[config.mk]
export PLATFORM = sky130hd
export DESIGN_NAME = l1d_req_issue
export DESIGN_NICKNAME = d
export VERILOG_FILES = /design/src/rtl/l1d_req_issue_pkg.sv /design/src/rtl/l1d_req_issue.sv
export SDC_FILE = /design/constraint.sdc
export NUM_CORES = 1
export LEC_CHECK = 0
export BUFFER_PORTS_ARGS = -buffer_cell sky130_fd_sc_hd__buf_2
export CAP_MARGIN = 20
export CORE_MARGIN = 2
export CORE_UTILIZATION = 53
export DETAILED_ROUTE_END_ITERATION = 10
export GPL_TIMING_DRIVEN = 1
export PLACE_DENSITY = 0.82
export SLEW_MARGIN = 5
export SYNTH_ARGS = -nofsm -noshare
export SYNTH_HDL_FRONTEND = slang
export SYNTH_SLANG_ARGS = --single-unit
export TNS_END_PERCENT = 50
[constraint.sdc]
create_clock -name clk -period 2.64 [get_ports clk]
set_input_delay 0.132 -clock clk [delete_from_list [all_inputs] [get_ports clk]]
set_output_delay 0.132 -clock clk [all_outputs]
set_load 0.01 [all_outputs]
[src/rtl/l1d_req_issue_pkg.sv]
// Shared L1D request layout and field widths for the requester front end.
package l1d_req_issue_pkg;
    localparam int L1D_TAG_WIDTH     = 4;
    localparam int L1D_INDEX_WIDTH   = 4;
    localparam int L1D_OFFSET_WIDTH  = 4;
    localparam int REQ_DATA_WIDTH    = 64;
    localparam int L1D_MSHR_ID_WIDTH = 5;

    typedef struct packed {
        logic                          op_is_read;
        logic [L1D_TAG_WIDTH-1:0]      tag;
        logic [L1D_INDEX_WIDTH-1:0]    index;
        logic [L1D_OFFSET_WIDTH-1:0]   offset;
        logic [REQ_DATA_WIDTH-1:0]     wr_data;
        logic [REQ_DATA_WIDTH/8-1:0]   wr_data_byte_en;
    } pack_l1d_req;
endpackage

[src/rtl/l1d_req_issue.sv]
// CPU load/store -> tagged L1D request; out-of-order L1D responses retire in issue order via a ROB.
// Request 1 cycle after accept, completion 1 cycle after head response; stalls when ROB full or issue reg held.
module l1d_req_issue
    import l1d_req_issue_pkg::*;
#(
    parameter int ROB_DEPTH = 8
) (
    input  logic                          clk,
    input  logic                          rst_n,
    input  logic                          cpu_req_vld,
    output logic                          cpu_req_rdy,
    input  logic [11:0]                   cpu_addr,
    input  logic                          cpu_op_is_read,
    input  logic [REQ_DATA_WIDTH-1:0]     cpu_wr_data,
    input  logic [REQ_DATA_WIDTH/8-1:0]   cpu_wr_byte_en,
    output logic                          l1d_req_vld,
    input  logic                          l1d_req_rdy,
    output pack_l1d_req                   l1d_req,
    output logic [L1D_MSHR_ID_WIDTH-1:0]  l1d_req_id,
    input  logic                          l1d_resp_vld,
    input  logic [L1D_MSHR_ID_WIDTH-1:0]  l1d_resp_id,
    input  logic [REQ_DATA_WIDTH-1:0]     l1d_resp_rd_data,
    output logic                          cpu_resp_vld,
    input  logic                          cpu_resp_rdy,
    output logic                          cpu_resp_op_is_read,
    output logic [REQ_DATA_WIDTH-1:0]     cpu_resp_rd_data,
    output logic                          err_unexpected_resp
);
    localparam int PTR_W = $clog2(ROB_DEPTH);
    localparam int CNT_W = PTR_W + 1;
    localparam int IDC_W = L1D_MSHR_ID_WIDTH + 1;

    logic [PTR_W-1:0]          alloc_ptr, retire_ptr, resp_idx;
    logic [CNT_W-1:0]          rob_cnt;
    logic [ROB_DEPTH-1:0]      busy, done, slot_is_read;
    logic [REQ_DATA_WIDTH-1:0] slot_data [ROB_DEPTH];
    logic                      live, cpu_acc, retire, resp_ok;
    pack_l1d_req               nxt_req;

    // live keeps cpu_req_rdy low while reset is asserted and for its release cycle
    assign cpu_req_rdy = live && (rob_cnt < CNT_W'(ROB_DEPTH)) && (!l1d_req_vld || l1d_req_rdy);
    assign cpu_acc     = cpu_req_vld && cpu_req_rdy;
    assign resp_idx    = l1d_resp_id[PTR_W-1:0];
    assign resp_ok     = l1d_resp_vld && ({1'b0, l1d_resp_id} < IDC_W'(ROB_DEPTH))
                         && busy[resp_idx] && !done[resp_idx];

    assign cpu_resp_vld        = done[retire_ptr];
    assign cpu_resp_op_is_read = done[retire_ptr] && slot_is_read[retire_ptr];
    assign cpu_resp_rd_data    = done[retire_ptr] ? slot_data[retire_ptr] : '0;
    assign retire              = cpu_resp_vld && cpu_resp_rdy;

    always_comb begin
        nxt_req                 = '0;
        nxt_req.op_is_read      = cpu_op_is_read;
        nxt_req.tag             = cpu_addr[11:8];
        nxt_req.index           = cpu_addr[7:4];
        nxt_req.offset          = cpu_addr[3:0];
        nxt_req.wr_data         = cpu_op_is_read ? '0 : cpu_wr_data;
        nxt_req.wr_data_byte_en = cpu_op_is_read ? '0 : cpu_wr_byte_en;
    end

    always_ff @(posedge clk or negedge rst_n) begin
        if (!rst_n) begin
            live                <= 1'b0;
            l1d_req_vld         <= 1'b0;
            l1d_req             <= '0;
            l1d_req_id          <= '0;
            alloc_ptr           <= '0;
            retire_ptr          <= '0;
            rob_cnt             <= '0;
            busy                <= '0;
            done                <= '0;
            slot_is_read        <= '0;
            err_unexpected_resp <= 1'b0;
            for (int i = 0; i < ROB_DEPTH; i++) slot_data[i] <= '0;
        end else begin
            live <= 1'b1;
            if (cpu_acc) begin
                l1d_req     <= nxt_req;
                l1d_req_id  <= L1D_MSHR_ID_WIDTH'(alloc_ptr);
                l1d_req_vld <= 1'b1;
                alloc_ptr   <= alloc_ptr + PTR_W'(1);
            end else if (l1d_req_rdy) begin
                l1d_req_vld <= 1'b0;
            end

            if (retire) retire_ptr <= retire_ptr + PTR_W'(1);

            case ({cpu_acc, retire})
                2'b10:   rob_cnt <= rob_cnt + CNT_W'(1);
                2'b01:   rob_cnt <= rob_cnt - CNT_W'(1);
                default: ;
            endcase

            if (l1d_resp_vld && !resp_ok) err_unexpected_resp <= 1'b1;

            // retire, alloc and response never target the same slot in one cycle
            for (int i = 0; i < ROB_DEPTH; i++) begin
                if (retire && retire_ptr == PTR_W'(i)) begin
                    busy[i] <= 1'b0;
                    done[i] <= 1'b0;
                end
                if (cpu_acc && alloc_ptr == PTR_W'(i)) begin
                    busy[i]         <= 1'b1;
                    slot_is_read[i] <= cpu_op_is_read;
                end
                if (resp_ok && resp_idx == PTR_W'(i)) begin
                    done[i]      <= 1'b1;
                    slot_data[i] <= slot_is_read[i] ? l1d_resp_rd_data : '0;
                end
            end
        end
    end
endmodule
==> qor.yml, run 1 <==
status: "complete, but fails checks"
failed_checks: "negative setup slack"
core_area_sq_mm: 0.0553
clock_tree.root_cell: "clkbuf_16"
path_clk_slew_ps: 60
cp_data_arrival_time_ps: 2570
cts_max_level: 3
slowest_stage: "mux4_2"
maxUsedRoutingLayer: "met5"
setup_viol: 31
hold_viol: 0
route.met3.wl_um: 10600
place_hpwl_um: 49400
hp-class: "in2reg"
final_area_sq_mm: 0.0362
path_cells: "mux4_2 > mux2i_4 > buf_12 > buf_4 > clkbuf_16 > a21oi_1 > buf_2"
die_y_um: 241
slew_viol_final: 0
ys_seq_elements: 637
design.die.area_sq_mm: 0.0581
period_share_pct: 102
grt_usage_pct: 33.5
p_sw_share_pct: 36.4
final-seq-area_sq_mm: 0.0160
leakagePower_nw: 17.0
drc_errors: 0
die_w_um: 241
nets: 3692
grt_pass1_wl_um: 148000
clkSinkCount: 637
required_ps: 2510
max_freq_mhz: 371
seqPwrFrac_pct: 35.9
start_util_pct: 53.9
synth_cell_types: 51
wl_met2_um: 46100
synth_edf_count: 0
fillerInstances: 4105
area_growth_syn_to_layout_pct: 21.5
synth_seq_area_share_pct: 53.5
end_kind: "output port"
rows: 86
dr.pass1.iters: 8
worstSetupStartpointType: "register"
synth_area_per_cell_sq_um: 9.28
intPower_mw: 21.3
setup_tns_ps: -865
ys.flop_type: "dfrtp_1"
clockPowerShare_pct: 30.3
async_flop_share_pct: 100
viasPerCell: 5.98
synth_warnings: 0
clk-insertion-delay-late_ps: 620
first_iter_violations: 3024
gp_congestion: 0.845
drt-total-wl_um: 97700
period_minus_slack_ps: 2700
antenna_found_initial: 14
power_frac_comb_pct: 33.9
worst_pin_slew_ps: 1140
ios: 319
switching_power_mw: 12.2
multi_input_area_sq_mm: 0.0126
grt_pass1_vias: 26200
rsz0062_at_grt: "yes"
p_per_area_mw_per_mm2: 926
cts_buffer_depth: 3
placedCellCount: 4020
vdd_drop_max_uv: 862
synth_cells: 3211
grt_max_degree: 101
setup_slack_ps: -59.0
numCtsBuffers: 68
postRouteAntennaNets: 0
cts_tree: "built"
cap_viol_max_count: 0
final_cells: 4324
drive_gt1_share_pct: 19.8
post_drt_wl_per_cell_um: 22.6
vias: 25900
fin_skew_ps: 34.2
portBuffers: 316
power_mw: 33.5
place_area_sq_mm: 0.0317
syn_area_sq_mm: 0.0298
slowest_delay_ps: 570
met1Wirelength_um: 36100
max_slew_margin_pct: 24.3
critical_path_class: "reg2out"
whs_ps: 67.2
cp_max_fo: 9
overflow: 0
-- power by group through the flow --
stage | sequential, mW | clock [mW] | combinational, mW
2_1_floorplan | 12.1 | 0 | 5.69
4_1_cts | 12.0 | 10.2 | 10.4
3_3_place_gp | 12.1 | 0 | 9.03
5_1_grt | 12.2 | 10.6 | 12.0
3_5_place_dp | 12.1 | 0 | 9.22
6_report | 12.0 | 10.1 | 11.4
-- stage by stage --
step,util (%),setup WS (ps)
global route,65.5,-137
detailed placement,57.3,-2.25
finish,65.5,-59.0
CTS,64.8,-26.9
floorplan,-,-20.5
global placement,57.3,13.1
-- layout make-up --
type	instances	share of cell area, %
sequential	637	44.1
timing repair buffer	554	11.9
multi-input combinational	2247	34.8
inverter	9	0.107
antenna	7	0.0484
clock buffer	99	5.53
clock inverter	23	0.957
tap	748	2.58
-- routing by layer --
metal  up-vias  GRT usage [%]
met3       328           7.74
met1     12600           42.9
met4        10           16.7
met5         -              0
met2      1747           53.9
li1      11200              -
-- flip-flops by register name, indices dropped and copies added, names as in the netlist --
name                 flops
busy                     8
rob_cnt                  4
retire_ptr               3
err_unexpected_resp      1
l1d_req_vld              1
slot_is_read             8
l1d_req                 85
alloc_ptr                3
live                     1
l1d_req_id               3
slot_data              512
done                     8
-- cell usage in the layout (no fill, tap or decap), types with 41 or more instances in the layout --
master,synthesis,routed
clkbuf_16,0,78
buf_4,3,49
mux4_2,132,132
nand3b_1,76,76
nand3_1,137,135
a21oi_1,67,41
dlygate4sd3_1,0,152
buf_2,24,313
nand2_1,1359,1359
o21ai_0,392,392
dfrtp_1,637,626
-- logic make-up after synthesis --
group / count (synthesis) / synth area share (%)
AO/OA/AOI/OAI: 476 / 8.21
XOR/XNOR: 7 / 0.206
adder cells (fa/ha/maj): 15 / 0.630
buffers and inverters: 328 / 4.80
flip-flops: 637 / 53.5
multiplexers: 143 / 10.4
other: 2 / 0.0252
AND/OR/NAND/NOR: 1603 / 22.2
-- path summary, 6_finish.rpt --
check	cells after the start	slack, ps	endpoint	startpoint
setup / recovery	7	-60	cpu_resp_rd_data[47]	retire_ptr[0]
hold / removal	4	70	err_unexpected_resp	l1d_resp_id[2]
setup reg to reg	12	-60	rob_cnt[2]	retire_ptr[0]
hold reg to reg	2	460	l1d_req[63]	l1d_req[63]
max in group asynchronous	3	1630	slot_data[507]	rst_n
min in group asynchronous	2	90	slot_data[458]	rst_n
-- synth_stat cells, types with 2 or more instances --
master / instances / area, sq um
a211oi_1: 2 / 15.0
a21bo_2: 2 / 20.0
a21oi_1: 67 / 335
a31oi_1: 2 / 12.5
a32o_1: 3 / 30.0
and3b_1: 3 / 26.3
buf_1: 15 / 56.3
buf_2: 24 / 120
buf_4: 3 / 22.5
buf_6: 11 / 124
clkbuf_1: 205 / 769
clkbuf_2: 61 / 305
conb_1: 2 / 7.51
dfrtp_1: 637 / 15900
ha_1: 15 / 188
inv_1: 6 / 22.5
inv_2: 3 / 11.3
mux2_2: 9 / 101
mux4_2: 132 / 2970
nand2_1: 1359 / 5100
nand2b_1: 2 / 12.5
nand3_1: 137 / 686
nand3b_1: 76 / 571
nand4_1: 6 / 37.5
nor2_1: 2 / 7.51
nor2b_1: 2 / 12.5
nor3b_1: 5 / 37.5
o21ai_0: 392 / 1960
xnor2_1: 3 / 26.3
xor2_1: 4 / 35.0
-- repair_timing --
action	in CTS	in global routing
buffers inserted	7	3
endpoints found under the setup margin	67	46
gates cloned	6	7
pin swaps	3	4
gates resized for setup	9	38
hold buffers	152	0
endpoints found under the hold margin	922	0
-- worst max-delay path, delay by kind of cell, from the launching register on --
family	cells	cell delay, ps
AOI/OAI and AO/OA	1	70
buffers and inverters	4	670
DFF	1	460
muxes	2	760
Power figures use the tool's default switching activity.
==> inputs of run 2 (changes only) <==
--- a/config.mk
+++ b/config.mk
@@ -8,10 +8,10 @@
 export BUFFER_PORTS_ARGS = -buffer_cell sky130_fd_sc_hd__buf_2
 export CAP_MARGIN = 20
 export CORE_MARGIN = 2
-export CORE_UTILIZATION = 53
+export CORE_UTILIZATION = 25
 export DETAILED_ROUTE_END_ITERATION = 10
 export GPL_TIMING_DRIVEN = 1
-export PLACE_DENSITY = 0.82
+export PLACE_DENSITY = 0.48
 export SLEW_MARGIN = 5
 export SYNTH_ARGS = -nofsm -noshare
 export SYNTH_HDL_FRONTEND = slang
==> run 2 against run 1 <==
Net effect:
- the run still ends with negative setup slack left
- die area rose by 110%
- via count fell by 7.8%
- core utilization fell by 33 points
- count of clock-buffer cells in the layout rose by 12
- sequential cell count did not move
- sequential share of layout area fell by 2.6 points
- critical path depth rose by 6
- first-iteration DRC count fell by 48%
- largest cell class unchanged
==> qor.yml, run 2 (synthesis gave the netlist of run 1 again) <==
status: "complete, but fails checks"  # unchanged
failed_checks: "negative setup slack"  # unchanged
clockPowerShare_pct: 31.7  # was 30.3%
drt-total-wl_um: 105000  # was 97700 um
grt_pass1_vias: 24800  # was 26.2k
grt_max_degree: 101  # unchanged
slew_viol_final: 0  # unchanged
place_hpwl_um: 57500  # was 49400 um
fin_skew_ps: 25.1  # was 34.2 ps
critical_path_class: "reg2reg"  # was reg2out
rows: 126  # was 86
cp_max_fo: 4  # was 9
leakagePower_nw: 17.6  # was 17.0 nW
vdd_drop_max_uv: 751  # was 862 uV
vias: 23800  # was 25.9k
hp-class: "in2async"  # was in2reg
top_register: "slot_data"  # unchanged
numCtsBuffers: 80  # was 68
nets: 3742  # was 3692
placedCellCount: 4825  # was 4020
worstSetupStartpointType: "register"  # unchanged
first_iter_violations: 1575  # was 3024
setup_viol: 52  # was 31
r2r_start: "retire_ptr[0]"  # unchanged
cts_max_level: 3  # unchanged
busiest_layer: "met2"  # unchanged
fillerInstances: 12000  # was 4105
globalRouteMet1Util_pct: 22.6  # was 42.9%
grt_use_met2_pct: 29.2  # was 53.9%
cts_tree: "built"  # unchanged
post_drt_wl_per_cell_um: 20.4  # was 22.6 um
final_area_sq_mm: 0.0386  # was 0.0362 sq mm
final_cell_mix: "1344 x nand2_1, 626 x dfrtp_1, 392 x o21ai_0"  # was 1359 x nand2_1, 626 x dfrtp_1, 392 x o21ai_0
period_share_pct: 104  # was 102%
p_sw_share_pct: 35.9  # was 36.4%
portBuffers: 316  # unchanged
p_per_area_mw_per_mm2: 932  # was 926 mW/mm^2
final_cells: 5163  # was 4324
r2r_cells: 13  # was 12
final_common_cell: "nand2_1"  # unchanged
design.die.area_sq_mm: 0.122  # was 0.0581 sq mm
core_area_sq_mm: 0.118  # was 0.0553 sq mm
drc_errors: 0  # unchanged
viasPerCell: 4.62  # was 5.98
overflow: 0  # unchanged
multi_input_area_sq_mm: 0.0128  # was 0.0126 sq mm
seqPwrFrac_pct: 33.8  # was 35.9%
largest_reg_flops: 512  # unchanged
max_slew_margin_pct: 35.4  # was 24.3%
r2r-end: "rob_cnt[2]"  # unchanged
top_regs: "slot_data x512, l1d_req x85"  # unchanged
start_util_pct: 25.2  # was 53.9%
period_minus_slack_ps: 2740  # was 2700 ps
area_growth_syn_to_layout_pct: 29.4  # was 21.5%
r2r_slack_ps: -100  # was -60 ps
intPower_mw: 23.0  # was 21.3 mW
grt_pass1_wl_um: 160000  # was 148000 um
setup_slack_ps: -98.2  # was -59.0 ps
ios: 319  # unchanged
clk-insertion-delay-late_ps: 650  # was 620 ps
clkSinkCount: 637  # unchanged
die_w_um: 349  # was 241 um
cap_viol_max_count: 0  # unchanged
end_kind: "register"  # was output port
gp_congestion: 0.759  # was 0.845
use_met3_pct: 2.70  # was 7.74%
path_clk_slew_ps: 60  # about the same
grt_usage_pct: 17.1  # was 33.5%
cts_buffer_depth: 3  # unchanged
worst_pin_slew_ps: 968  # was 1140 ps
hold_viol: 0  # unchanged
switching_power_mw: 12.9  # was 12.2 mW
power_frac_comb_pct: 34.5  # was 33.9%
required_ps: 3150  # was 2510 ps
final-seq-area_sq_mm: 0.0160  # about the same
setup_tns_ps: -2160  # was -865 ps
postRouteAntennaNets: 0  # unchanged
antenna_found_initial: 12  # was 14
whs_ps: 62.4  # was 67.2 ps
die_y_um: 349  # was 241 um
rsz0062_at_grt: "yes"  # unchanged
dr.pass1.iters: 5  # was 8
clock_tree.root_cell: "clkbuf_16"  # unchanged
drive_gt1_share_pct: 22.0  # was 19.8%
max_freq_mhz: 365  # was 371 MHz
cp_data_arrival_time_ps: 3250  # was 2570 ps
place_area_sq_mm: 0.0330  # was 0.0317 sq mm
[run 2: worst max-delay path by stage]
stage / start / to / slack [ps]
floorplan: retire_ptr[0] / rob_cnt[2] / -20
global placement: retire_ptr[0] / rob_cnt[3] / -10
detailed placement: retire_ptr[0] / rob_cnt[3] / 8
CTS: retire_ptr[0] / rob_cnt[2] / -140
global route: retire_ptr[0] / rob_cnt[2] / -230
finish: retire_ptr[0] / rob_cnt[2] / -100
[run 2: what timing repair did]
item                                    CTS  global route
hold buffers                            153             0
resized for setup                        85            58
endpoints found under the hold margin   841             0
endpoints found under the setup margin   67            69
setup buffers                            12            17
gates cloned                              7            11
pin swaps                                 8             6
[run 2: worst max-delay path, stage by stage, from the launching register on]
cell and delay [ps]:
dfrtp_4 450, mux4_2 550, mux2i_4 180, buf_6 130, buf_6 80, inv_2 30
and2_4 170, ha_4 170, xor2_2 180, ha_4 170, a21oi_2 100, xor2_1 170
nor2_1 80, xor2_1 140
[run 2: power by group through the flow]
stage	Combinational, mW	Sequential (mW)	Clock, mW
global route	13.3	12.3	12.1
finish	12.4	12.1	11.4
CTS	11.3	12.1	11.7
floorplan	5.69	12.1	0
global placement	9.69	12.2	0
detailed placement	9.80	12.3	0
[run 2: stage by stage]
stage | util (%) | worst slack (ps) | power, mW
finish | 32.6 | -98.2 | 35.9
floorplan | - | -20.5 | 17.8
detailed placement | 27.9 | 8.18 | 22.1
CTS | 32.0 | -141 | 35.1
global placement | 27.9 | -12.9 | 21.9
global route | 32.6 | -226 | 37.7
[run 2: metal layers]
metal / up-vias / routed length [um]
li1: 11300 / -
met1: 11800 / 46900
met2: 538 / 51300
met3: 158 / 4540
met4: 8 / 2600
met5: - / 57
[run 2: layout make-up]
type	instances	area share, %
flip-flops and latches	637	41.5
multi-input cells	2247	33.3
repair buffers	592	13.1
clock buffers	111	5.97
well taps	1536	4.99
clock inverters	27	1.05
inverters	9	0.0941
diodes	4	0.0260
